==> src/rtl/bn_act_stream_if.sv <==
// Stream, coefficient-write and result bundle for bn_act_stream.
// The DUT takes the slave modport; the feeding/consuming side takes the master modport.
interface bn_act_stream_if #(
    parameter int unsigned NO_CH   = 4,
    parameter int unsigned BW_IN   = 12,
    parameter int unsigned BW_A    = 12,
    parameter int unsigned BW_B    = 16,
    parameter int unsigned BW_OUT  = 12,
    parameter int unsigned NO_SETS = 4
);
    localparam int unsigned SET_W = (NO_SETS > 1) ? $clog2(NO_SETS) : 1;
    localparam int unsigned CH_W  = (NO_CH > 1) ? $clog2(NO_CH) : 1;

    logic                      in_vld;
    logic                      in_rdy;
    logic [NO_CH*BW_IN-1:0]    data_in;
    logic [SET_W-1:0]          set_sel;
    logic [1:0]                act_mode;
    logic                      coef_we;
    logic [SET_W-1:0]          coef_set;
    logic [CH_W-1:0]           coef_ch;
    logic [BW_A-1:0]           coef_a;
    logic [BW_B-1:0]           coef_b;
    logic                      out_vld;
    logic                      out_rdy;
    logic [NO_CH*BW_OUT-1:0]   data_out;
    logic [NO_CH-1:0]          sat_out;

    modport slave (
        input  in_vld, data_in, set_sel, act_mode,
        input  coef_we, coef_set, coef_ch, coef_a, coef_b,
        input  out_rdy,
        output in_rdy, out_vld, data_out, sat_out
    );

    modport master (
        output in_vld, data_in, set_sel, act_mode,
        output coef_we, coef_set, coef_ch, coef_a, coef_b,
        output out_rdy,
        input  in_rdy, out_vld, data_out, sat_out
    );
endinterface

==> src/rtl/bn_act_stream.sv <==
// Per-channel batch-norm scale/bias with selectable activation and output saturation,
// four-stage valid/ready pipeline with banked coefficient store.
module bn_act_stream #(
    parameter int unsigned NO_CH      = 4,
    parameter int unsigned BW_IN      = 12,
    parameter int unsigned BW_A       = 12,
    parameter int unsigned BW_B       = 16,
    parameter int unsigned BW_OUT     = 12,
    parameter int unsigned R_SHIFT    = 6,
    parameter int unsigned ROUND      = 1,
    parameter int unsigned NO_SETS    = 4,
    parameter int          MAXVAL     = 255,
    parameter int unsigned LEAK_SHIFT = 3
) (
    input  logic              clk,
    input  logic              rst,
    bn_act_stream_if.slave    bus
);
    localparam int unsigned SET_W = (NO_SETS > 1) ? $clog2(NO_SETS) : 1;
    localparam int unsigned BW_P  = BW_IN + BW_A;
    localparam int unsigned BW_S  = ((BW_P > BW_B) ? BW_P : BW_B) + 1;

    localparam logic signed [BW_S-1:0] RND_C   = (ROUND != 0) ? (BW_S'(1) <<< (R_SHIFT - 1)) : BW_S'(0);
    localparam logic signed [BW_S-1:0] OUT_HI  = BW_S'((64'sd1 <<< (BW_OUT - 1)) - 64'sd1);
    localparam logic signed [BW_S-1:0] OUT_LO  = ~OUT_HI;
    localparam logic signed [BW_S-1:0] CLIP_HI = BW_S'(MAXVAL);

    logic signed [BW_A-1:0]   r_mem_a [NO_SETS][NO_CH];
    logic signed [BW_B-1:0]   r_mem_b [NO_SETS][NO_CH];

    logic                     w_adv;
    logic                     w_acc;
    logic                     w_wr_ok;
    logic [SET_W-1:0]         w_rd_set;

    logic                     r1_vld, r2_vld, r3_vld, r_out_vld;
    logic [1:0]               r1_mode, r2_mode, r3_mode;
    logic signed [BW_IN-1:0]  r1_x [NO_CH];
    logic signed [BW_A-1:0]   r1_a [NO_CH];
    logic signed [BW_B-1:0]   r1_b [NO_CH];
    logic signed [BW_P-1:0]   r2_p [NO_CH];
    logic signed [BW_B-1:0]   r2_b [NO_CH];
    logic signed [BW_S-1:0]   r3_s [NO_CH];

    logic signed [BW_S-1:0]   w_y   [NO_CH];
    logic signed [BW_S-1:0]   w_act [NO_CH];
    logic [BW_OUT-1:0]        w_res [NO_CH];
    logic [NO_CH-1:0]         w_sat;

    logic [NO_CH*BW_OUT-1:0]  r_data_out;
    logic [NO_CH-1:0]         r_sat_out;

    // One global advance: the whole pipe moves unless the output register is full and blocked.
    assign w_adv        = ~r_out_vld | bus.out_rdy;
    assign w_acc        = bus.in_vld & w_adv;
    assign bus.in_rdy   = w_adv;
    assign bus.out_vld  = r_out_vld;
    assign bus.data_out = r_data_out;
    assign bus.sat_out  = r_sat_out;

    assign w_wr_ok  = (32'(bus.coef_set) < NO_SETS) && (32'(bus.coef_ch) < NO_CH);
    assign w_rd_set = (32'(bus.set_sel) < NO_SETS) ? bus.set_sel : '0;

    // Coefficient store: not reset, written every cycle regardless of stalls.
    always_ff @(posedge clk) begin
        if (bus.coef_we && w_wr_ok) begin
            r_mem_a[bus.coef_set][bus.coef_ch] <= bus.coef_a;
            r_mem_b[bus.coef_set][bus.coef_ch] <= bus.coef_b;
        end
    end

    always_ff @(posedge clk) begin
        if (rst) begin
            r1_vld     <= 1'b0;
            r2_vld     <= 1'b0;
            r3_vld     <= 1'b0;
            r_out_vld  <= 1'b0;
            r_data_out <= '0;
            r_sat_out  <= '0;
        end else if (w_adv) begin
            r1_vld    <= w_acc;
            r2_vld    <= r1_vld;
            r3_vld    <= r2_vld;
            r_out_vld <= r3_vld;
            if (r3_vld) begin
                for (int unsigned i = 0; i < NO_CH; i++) begin
                    r_data_out[i*BW_OUT +: BW_OUT] <= w_res[i];
                end
                r_sat_out <= w_sat;
            end
        end
    end

    // Datapath stages S1..S3; the coef read happens at acceptance so later writes never leak in.
    always_ff @(posedge clk) begin
        if (w_adv) begin
            r1_mode <= bus.act_mode;
            r2_mode <= r1_mode;
            r3_mode <= r2_mode;
            for (int unsigned i = 0; i < NO_CH; i++) begin
                r1_x[i] <= bus.data_in[i*BW_IN +: BW_IN];
                r1_a[i] <= r_mem_a[w_rd_set][i];
                r1_b[i] <= r_mem_b[w_rd_set][i];
                r2_p[i] <= BW_P'(r1_a[i]) * BW_P'(r1_x[i]);
                r2_b[i] <= r1_b[i];
                r3_s[i] <= BW_S'(r2_p[i]) + BW_S'(r2_b[i]) + RND_C;
            end
        end
    end

    // S4: floor shift, activation, then output clamp with saturation flag.
    always_comb begin
        w_sat = '0;
        for (int unsigned i = 0; i < NO_CH; i++) begin
            w_y[i]   = r3_s[i] >>> R_SHIFT;
            w_act[i] = w_y[i];
            w_res[i] = '0;
            case (r3_mode)
                2'd1: if (w_y[i][BW_S-1]) w_act[i] = '0;
                2'd2: begin
                    if (w_y[i][BW_S-1])        w_act[i] = '0;
                    else if (w_y[i] > CLIP_HI) w_act[i] = CLIP_HI;
                end
                2'd3: if (w_y[i][BW_S-1]) w_act[i] = w_y[i] >>> LEAK_SHIFT;
                default: ;
            endcase
            if (w_act[i] > OUT_HI) begin
                w_res[i] = BW_OUT'(OUT_HI);
                w_sat[i] = 1'b1;
            end else if (w_act[i] < OUT_LO) begin
                w_res[i] = BW_OUT'(OUT_LO);
                w_sat[i] = 1'b1;
            end else begin
                w_res[i] = BW_OUT'(w_act[i]);
            end
        end
    end
endmodule

==> src/flat_wrapper.sv <==
// flat-port wrapper written by rule: the top's interface ports become plain ports
module bn_act_stream_flat 
#(
    parameter int unsigned NO_CH      = 4,
    parameter int unsigned BW_IN      = 12,
    parameter int unsigned BW_A       = 12,
    parameter int unsigned BW_B       = 16,
    parameter int unsigned BW_OUT     = 12,
    parameter int unsigned R_SHIFT    = 6,
    parameter int unsigned ROUND      = 1,
    parameter int unsigned NO_SETS    = 4,
    parameter int          MAXVAL     = 255,
    parameter int unsigned LEAK_SHIFT = 3
)
  (clk, rst, bus_in_vld, bus_data_in, bus_set_sel, bus_act_mode, bus_coef_we, bus_coef_set, bus_coef_ch, bus_coef_a, bus_coef_b, bus_out_rdy, bus_in_rdy, bus_out_vld, bus_data_out, bus_sat_out);
  bn_act_stream_if #(.NO_CH(NO_CH), .BW_IN(BW_IN), .BW_A(BW_A), .BW_B(BW_B), .BW_OUT(BW_OUT), .NO_SETS(NO_SETS)) bus_i ();
  input  logic clk;
  input  logic rst;
  input wire logic [$bits(bus_i.in_vld)-1:0] bus_in_vld;
  input wire logic [$bits(bus_i.data_in)-1:0] bus_data_in;
  input wire logic [$bits(bus_i.set_sel)-1:0] bus_set_sel;
  input wire logic [$bits(bus_i.act_mode)-1:0] bus_act_mode;
  input wire logic [$bits(bus_i.coef_we)-1:0] bus_coef_we;
  input wire logic [$bits(bus_i.coef_set)-1:0] bus_coef_set;
  input wire logic [$bits(bus_i.coef_ch)-1:0] bus_coef_ch;
  input wire logic [$bits(bus_i.coef_a)-1:0] bus_coef_a;
  input wire logic [$bits(bus_i.coef_b)-1:0] bus_coef_b;
  input wire logic [$bits(bus_i.out_rdy)-1:0] bus_out_rdy;
  output wire logic [$bits(bus_i.in_rdy)-1:0] bus_in_rdy;
  output wire logic [$bits(bus_i.out_vld)-1:0] bus_out_vld;
  output wire logic [$bits(bus_i.data_out)-1:0] bus_data_out;
  output wire logic [$bits(bus_i.sat_out)-1:0] bus_sat_out;
  assign bus_i.in_vld = bus_in_vld;
  assign bus_i.data_in = bus_data_in;
  assign bus_i.set_sel = bus_set_sel;
  assign bus_i.act_mode = bus_act_mode;
  assign bus_i.coef_we = bus_coef_we;
  assign bus_i.coef_set = bus_coef_set;
  assign bus_i.coef_ch = bus_coef_ch;
  assign bus_i.coef_a = bus_coef_a;
  assign bus_i.coef_b = bus_coef_b;
  assign bus_i.out_rdy = bus_out_rdy;
  assign bus_in_rdy = bus_i.in_rdy;
  assign bus_out_vld = bus_i.out_vld;
  assign bus_data_out = bus_i.data_out;
  assign bus_sat_out = bus_i.sat_out;
  bn_act_stream #(.NO_CH(NO_CH), .BW_IN(BW_IN), .BW_A(BW_A), .BW_B(BW_B), .BW_OUT(BW_OUT), .R_SHIFT(R_SHIFT), .ROUND(ROUND), .NO_SETS(NO_SETS), .MAXVAL(MAXVAL), .LEAK_SHIFT(LEAK_SHIFT)) u_core (.clk(clk), .rst(rst), .bus(bus_i));
endmodule
==> config.mk <==
export PLATFORM = sky130hd
export DESIGN_NAME = bn_act_stream_flat
export DESIGN_NICKNAME = d
export VERILOG_FILES = /design/src/rtl/bn_act_stream_if.sv /design/src/rtl/bn_act_stream.sv /design/src/flat_wrapper.sv
export SDC_FILE = /design/constraint.sdc
export NUM_CORES = 2
export LEC_CHECK = 0
export CAP_MARGIN = 25
export CORE_MARGIN = 5
export CORE_UTILIZATION = 66
export CTS_BUF_LIST = sky130_fd_sc_hd__clkbuf_8
export CTS_CLUSTER_DIAMETER = 30
export DETAILED_ROUTE_END_ITERATION = 10
export PLACE_DENSITY = 0.84
export SLEW_MARGIN = 20
export SYNTH_ARGS = -nofsm -noshare
export SYNTH_HDL_FRONTEND = slang
export SYNTH_SLANG_ARGS = --single-unit
export TNS_END_PERCENT = 20
==> constraint.sdc <==
create_clock -name clk -period 27.8 [get_ports clk]
set_input_delay 5.56 -clock clk [delete_from_list [all_inputs] [get_ports clk]]
set_output_delay 5.56 -clock clk [all_outputs]
set_load 0.02 [all_outputs]
==> flow_summary.yaml <==
placed_design:
  hpwl_mm: 86.3
  routabilityCongestion: 0.907
  dp_cells: 5647
  port_buffers: 142
synth:
  ys_ff_latch: 906
  netlist_area_sq_mm: 0.0576
  async_reset_ff_share_pct: 0
  syn_nets: 5508
  synth_ff_type: "edfxtp_1"
  synth_warnings: 0
  synth_cell_types: 72
  yosysSeqAreaShare_pct: 46.3
  synthCells: 4483
  ys_top_cells_by_area: "edfxtp_1 44%, fa_1 19%, ha_1 8.3%, inv_1 5.0%, mux4_2 4.4%"
  synth_largest_area_cell: "edfxtp_1"
  synth_edf_count: 850
  syn_area_per_cell_sq_um: 12.8
  yosysTopAreaCellShare_pct: 44.3
timing:
  setup_viol: 0
  rsz0062_at_grt: "false"
  finalSetupTns_ns: 0
  drv_slew: 0
  period_minus_slack_ns: 12.57
  hold_viol: 0
  clock_skew_ns: 0.0447
  tightest_slew_ns: 1.08
  holdWs_ns: 0.414
  slew_headroom_pct: 27.8
  fin_crit_sh_pct: 45.2
  max_freq_mhz: 79.6
clocking:
  tritoncts: "built"
  h-tree-depth: 4
  cts_max_path_buffers: 3
  clk_pin_slew_ns: 0.06
  cts_setup_buffers: 0
  clock_sinks: 906
  root_buffer: "clkbuf_8"
  cts_made_buffers: 171
  cts_resized: 0
  cts_hold_buf: 0
  insertion_delay_ns: 0.85
cells_and_area:
  layout_commonest_cell: "edfxtp_1"
  drive_gt1_share_pct: 9.57
  syn_to_final_growth_pct: 10.9
  fin_util_pct: 73.7
  nets: 5694
  most-common-layout-cells: "850 x edfxtp_1, 797 x inv_1, 552 x fa_1"
  fin_cells: 5973
  n_fill_cell: 5064
setup_path:
  reg2reg_depth: 19
  required_ns: 22.24
  path_class: "primary input to output pin"
  crit_path_max_fanout: 9
  arrival_ns: 7.01
  crit_path_max_incr_delay_ns: 0.68
  end_kind: "output pin"
  path_cells: "clkdlybuf4s50_1, nand2b_4, clkdlybuf4s50_1"
  cp_common_cell: "clkdlybuf4s50_1"
  slowest_stage: "clkdlybuf4s50_1"
  start_kind: "primary input"
drt:
  via_count: 34700
  routed_wl_mm: 123
  dr.pass1.iters: 8
  dr.first_iter.drc_count: 3045
  postRouteAntennaNets: 0
  routedWlPerCell_um: 20.7
  viasPerCell: 5.81
  drcViolationCount: 0
global_routing:
  grt_pass1_vias: 37000
  grt.overflow.total: 0
  grt_pass1_wl_mm: 195
  grt.total_usage_pct: 26.6
  grt_max_degree: 153
  antenna_found_initial: 14
worst_hold_path:
  whs_path_depth: 0
  hp-class: "register to register"
floorplan:
  die_h_um: 305
  core_sq_mm: 0.0866
  dieArea_sq_mm: 0.0932
  std_cell_rows: 108
  initial_core_util_pct: 66.5
  io_pins: 143
  die_x_um: 305
status:
  status: "completed"
power:
  leakage_uw: 0.0271
  powerDensity_mw_per_mm2: 121
  irDropWorstVdd_mv: 0.0904
  power_uw: 7750
run:
  max_cap_viol_count: 0
## cell type report
type                    count  area (sq um)  area share, %
clock inverters           136          1160           1.82
clock buffers             175          2410           3.77
repair buffers            174          1730           2.71
inverters                 767          2880           4.51
well taps                1155          1450           2.26
flip-flops and latches    906         26600           41.8
multi-input cells        2649         27500           43.1
diodes                     11          27.5         0.0431
## final timing paths
path / startpoint / end / slack [ns]
worst max-delay path: bus_out_rdy / bus_in_rdy / 15.23
worst min-delay path: u_core.r1_b[0][13]$_DFFE_PN_ / u_core.r2_b[0][13]$_DFFE_PN_ / 0.41
worst max register to register: u_core.r1_x[0][0]$_DFFE_PN_ / u_core.r2_p[0][22]$_DFFE_PN_ / 21.64
worst min register to register: u_core.r1_b[0][13]$_DFFE_PN_ / u_core.r2_b[0][13]$_DFFE_PN_ / 0.41
## logic make-up after synthesis
kind of cell	count (synthesis)	synth area share, %
adder cells (fa/ha/maj)	937	27.6
buffers and inverters	928	6.07
multiplexers	114	4.42
AO/OA/AOI/OAI	405	4.93
flip-flops	906	46.3
XOR/XNOR	159	2.42
AND/OR/NAND/NOR	1034	8.32
## critical path, delay by kind of cell
| kind | cells | cell delay (ns) |
|---|---|---|
| buffers and inverters | 2 | 1.14 |
| and+or+nand+nor | 1 | 0.29 |
## layer usage
metal  vias to the layer above  global-route usage [%]  share of wire [%]
met1                     17300                    34.3                 38
li1                      15500                       -                  -
met5                         -                       0              0.041
met2                      1641                    44.9                 50
met4                         8                    9.70                3.2
met3                       287                    6.20                8.9
## sequential cells by signal, indices dropped and copies added, names as in the netlist, 48 cells and up
| name | cells |
|---|---|
| u_core.r2_b | 64 |
| u_core.r1_b | 64 |
| u_core.r_mem_b | 256 |
| u_core.bus.data_out | 48 |
| u_core.r2_p | 96 |
| u_core.r3_s | 76 |
| u_core.r1_a | 48 |
| u_core.r1_x | 48 |
| u_core.r_mem_a | 192 |
## through the flow
stage	area (sq um)	setup slack (ns)
after floorplan	57600	5.39
after global placement	60100	15.23
after detailed placement	60100	15.21
after CTS	63700	15.20
after global routing	63800	15.16
final	63800	15.23
## cells in the mapped netlist (12+ instances only)
master / n
a22oi_1: 15
dfxtp_1: 56
nand2_1: 444
a221o_1: 12
ha_1: 384
nand3_1: 37
edfxtp_1: 850
fa_1: 552
o21ai_1: 29
xnor2_1: 127
inv_1: 764
a21o_1: 58
and3_1: 12
o21ai_0: 40
xor2_1: 32
a22o_1: 36
mux4_2: 112
nor2b_1: 21
buf_1: 17
nor3_1: 72
and2_1: 172
o21a_1: 38
a21oi_1: 88
nand2b_1: 25
clkbuf_1: 142
nor2_1: 189
## power breakdown
group | total (uW) | switching (uW) | internal (uW)
Sequential | 2080 | 132 | 1940
Combinational | 4330 | 2360 | 1970
Clock | 1340 | 593 | 742
Total | 7750 | 3090 | 4660
Power figures use the tool's default switching activity.
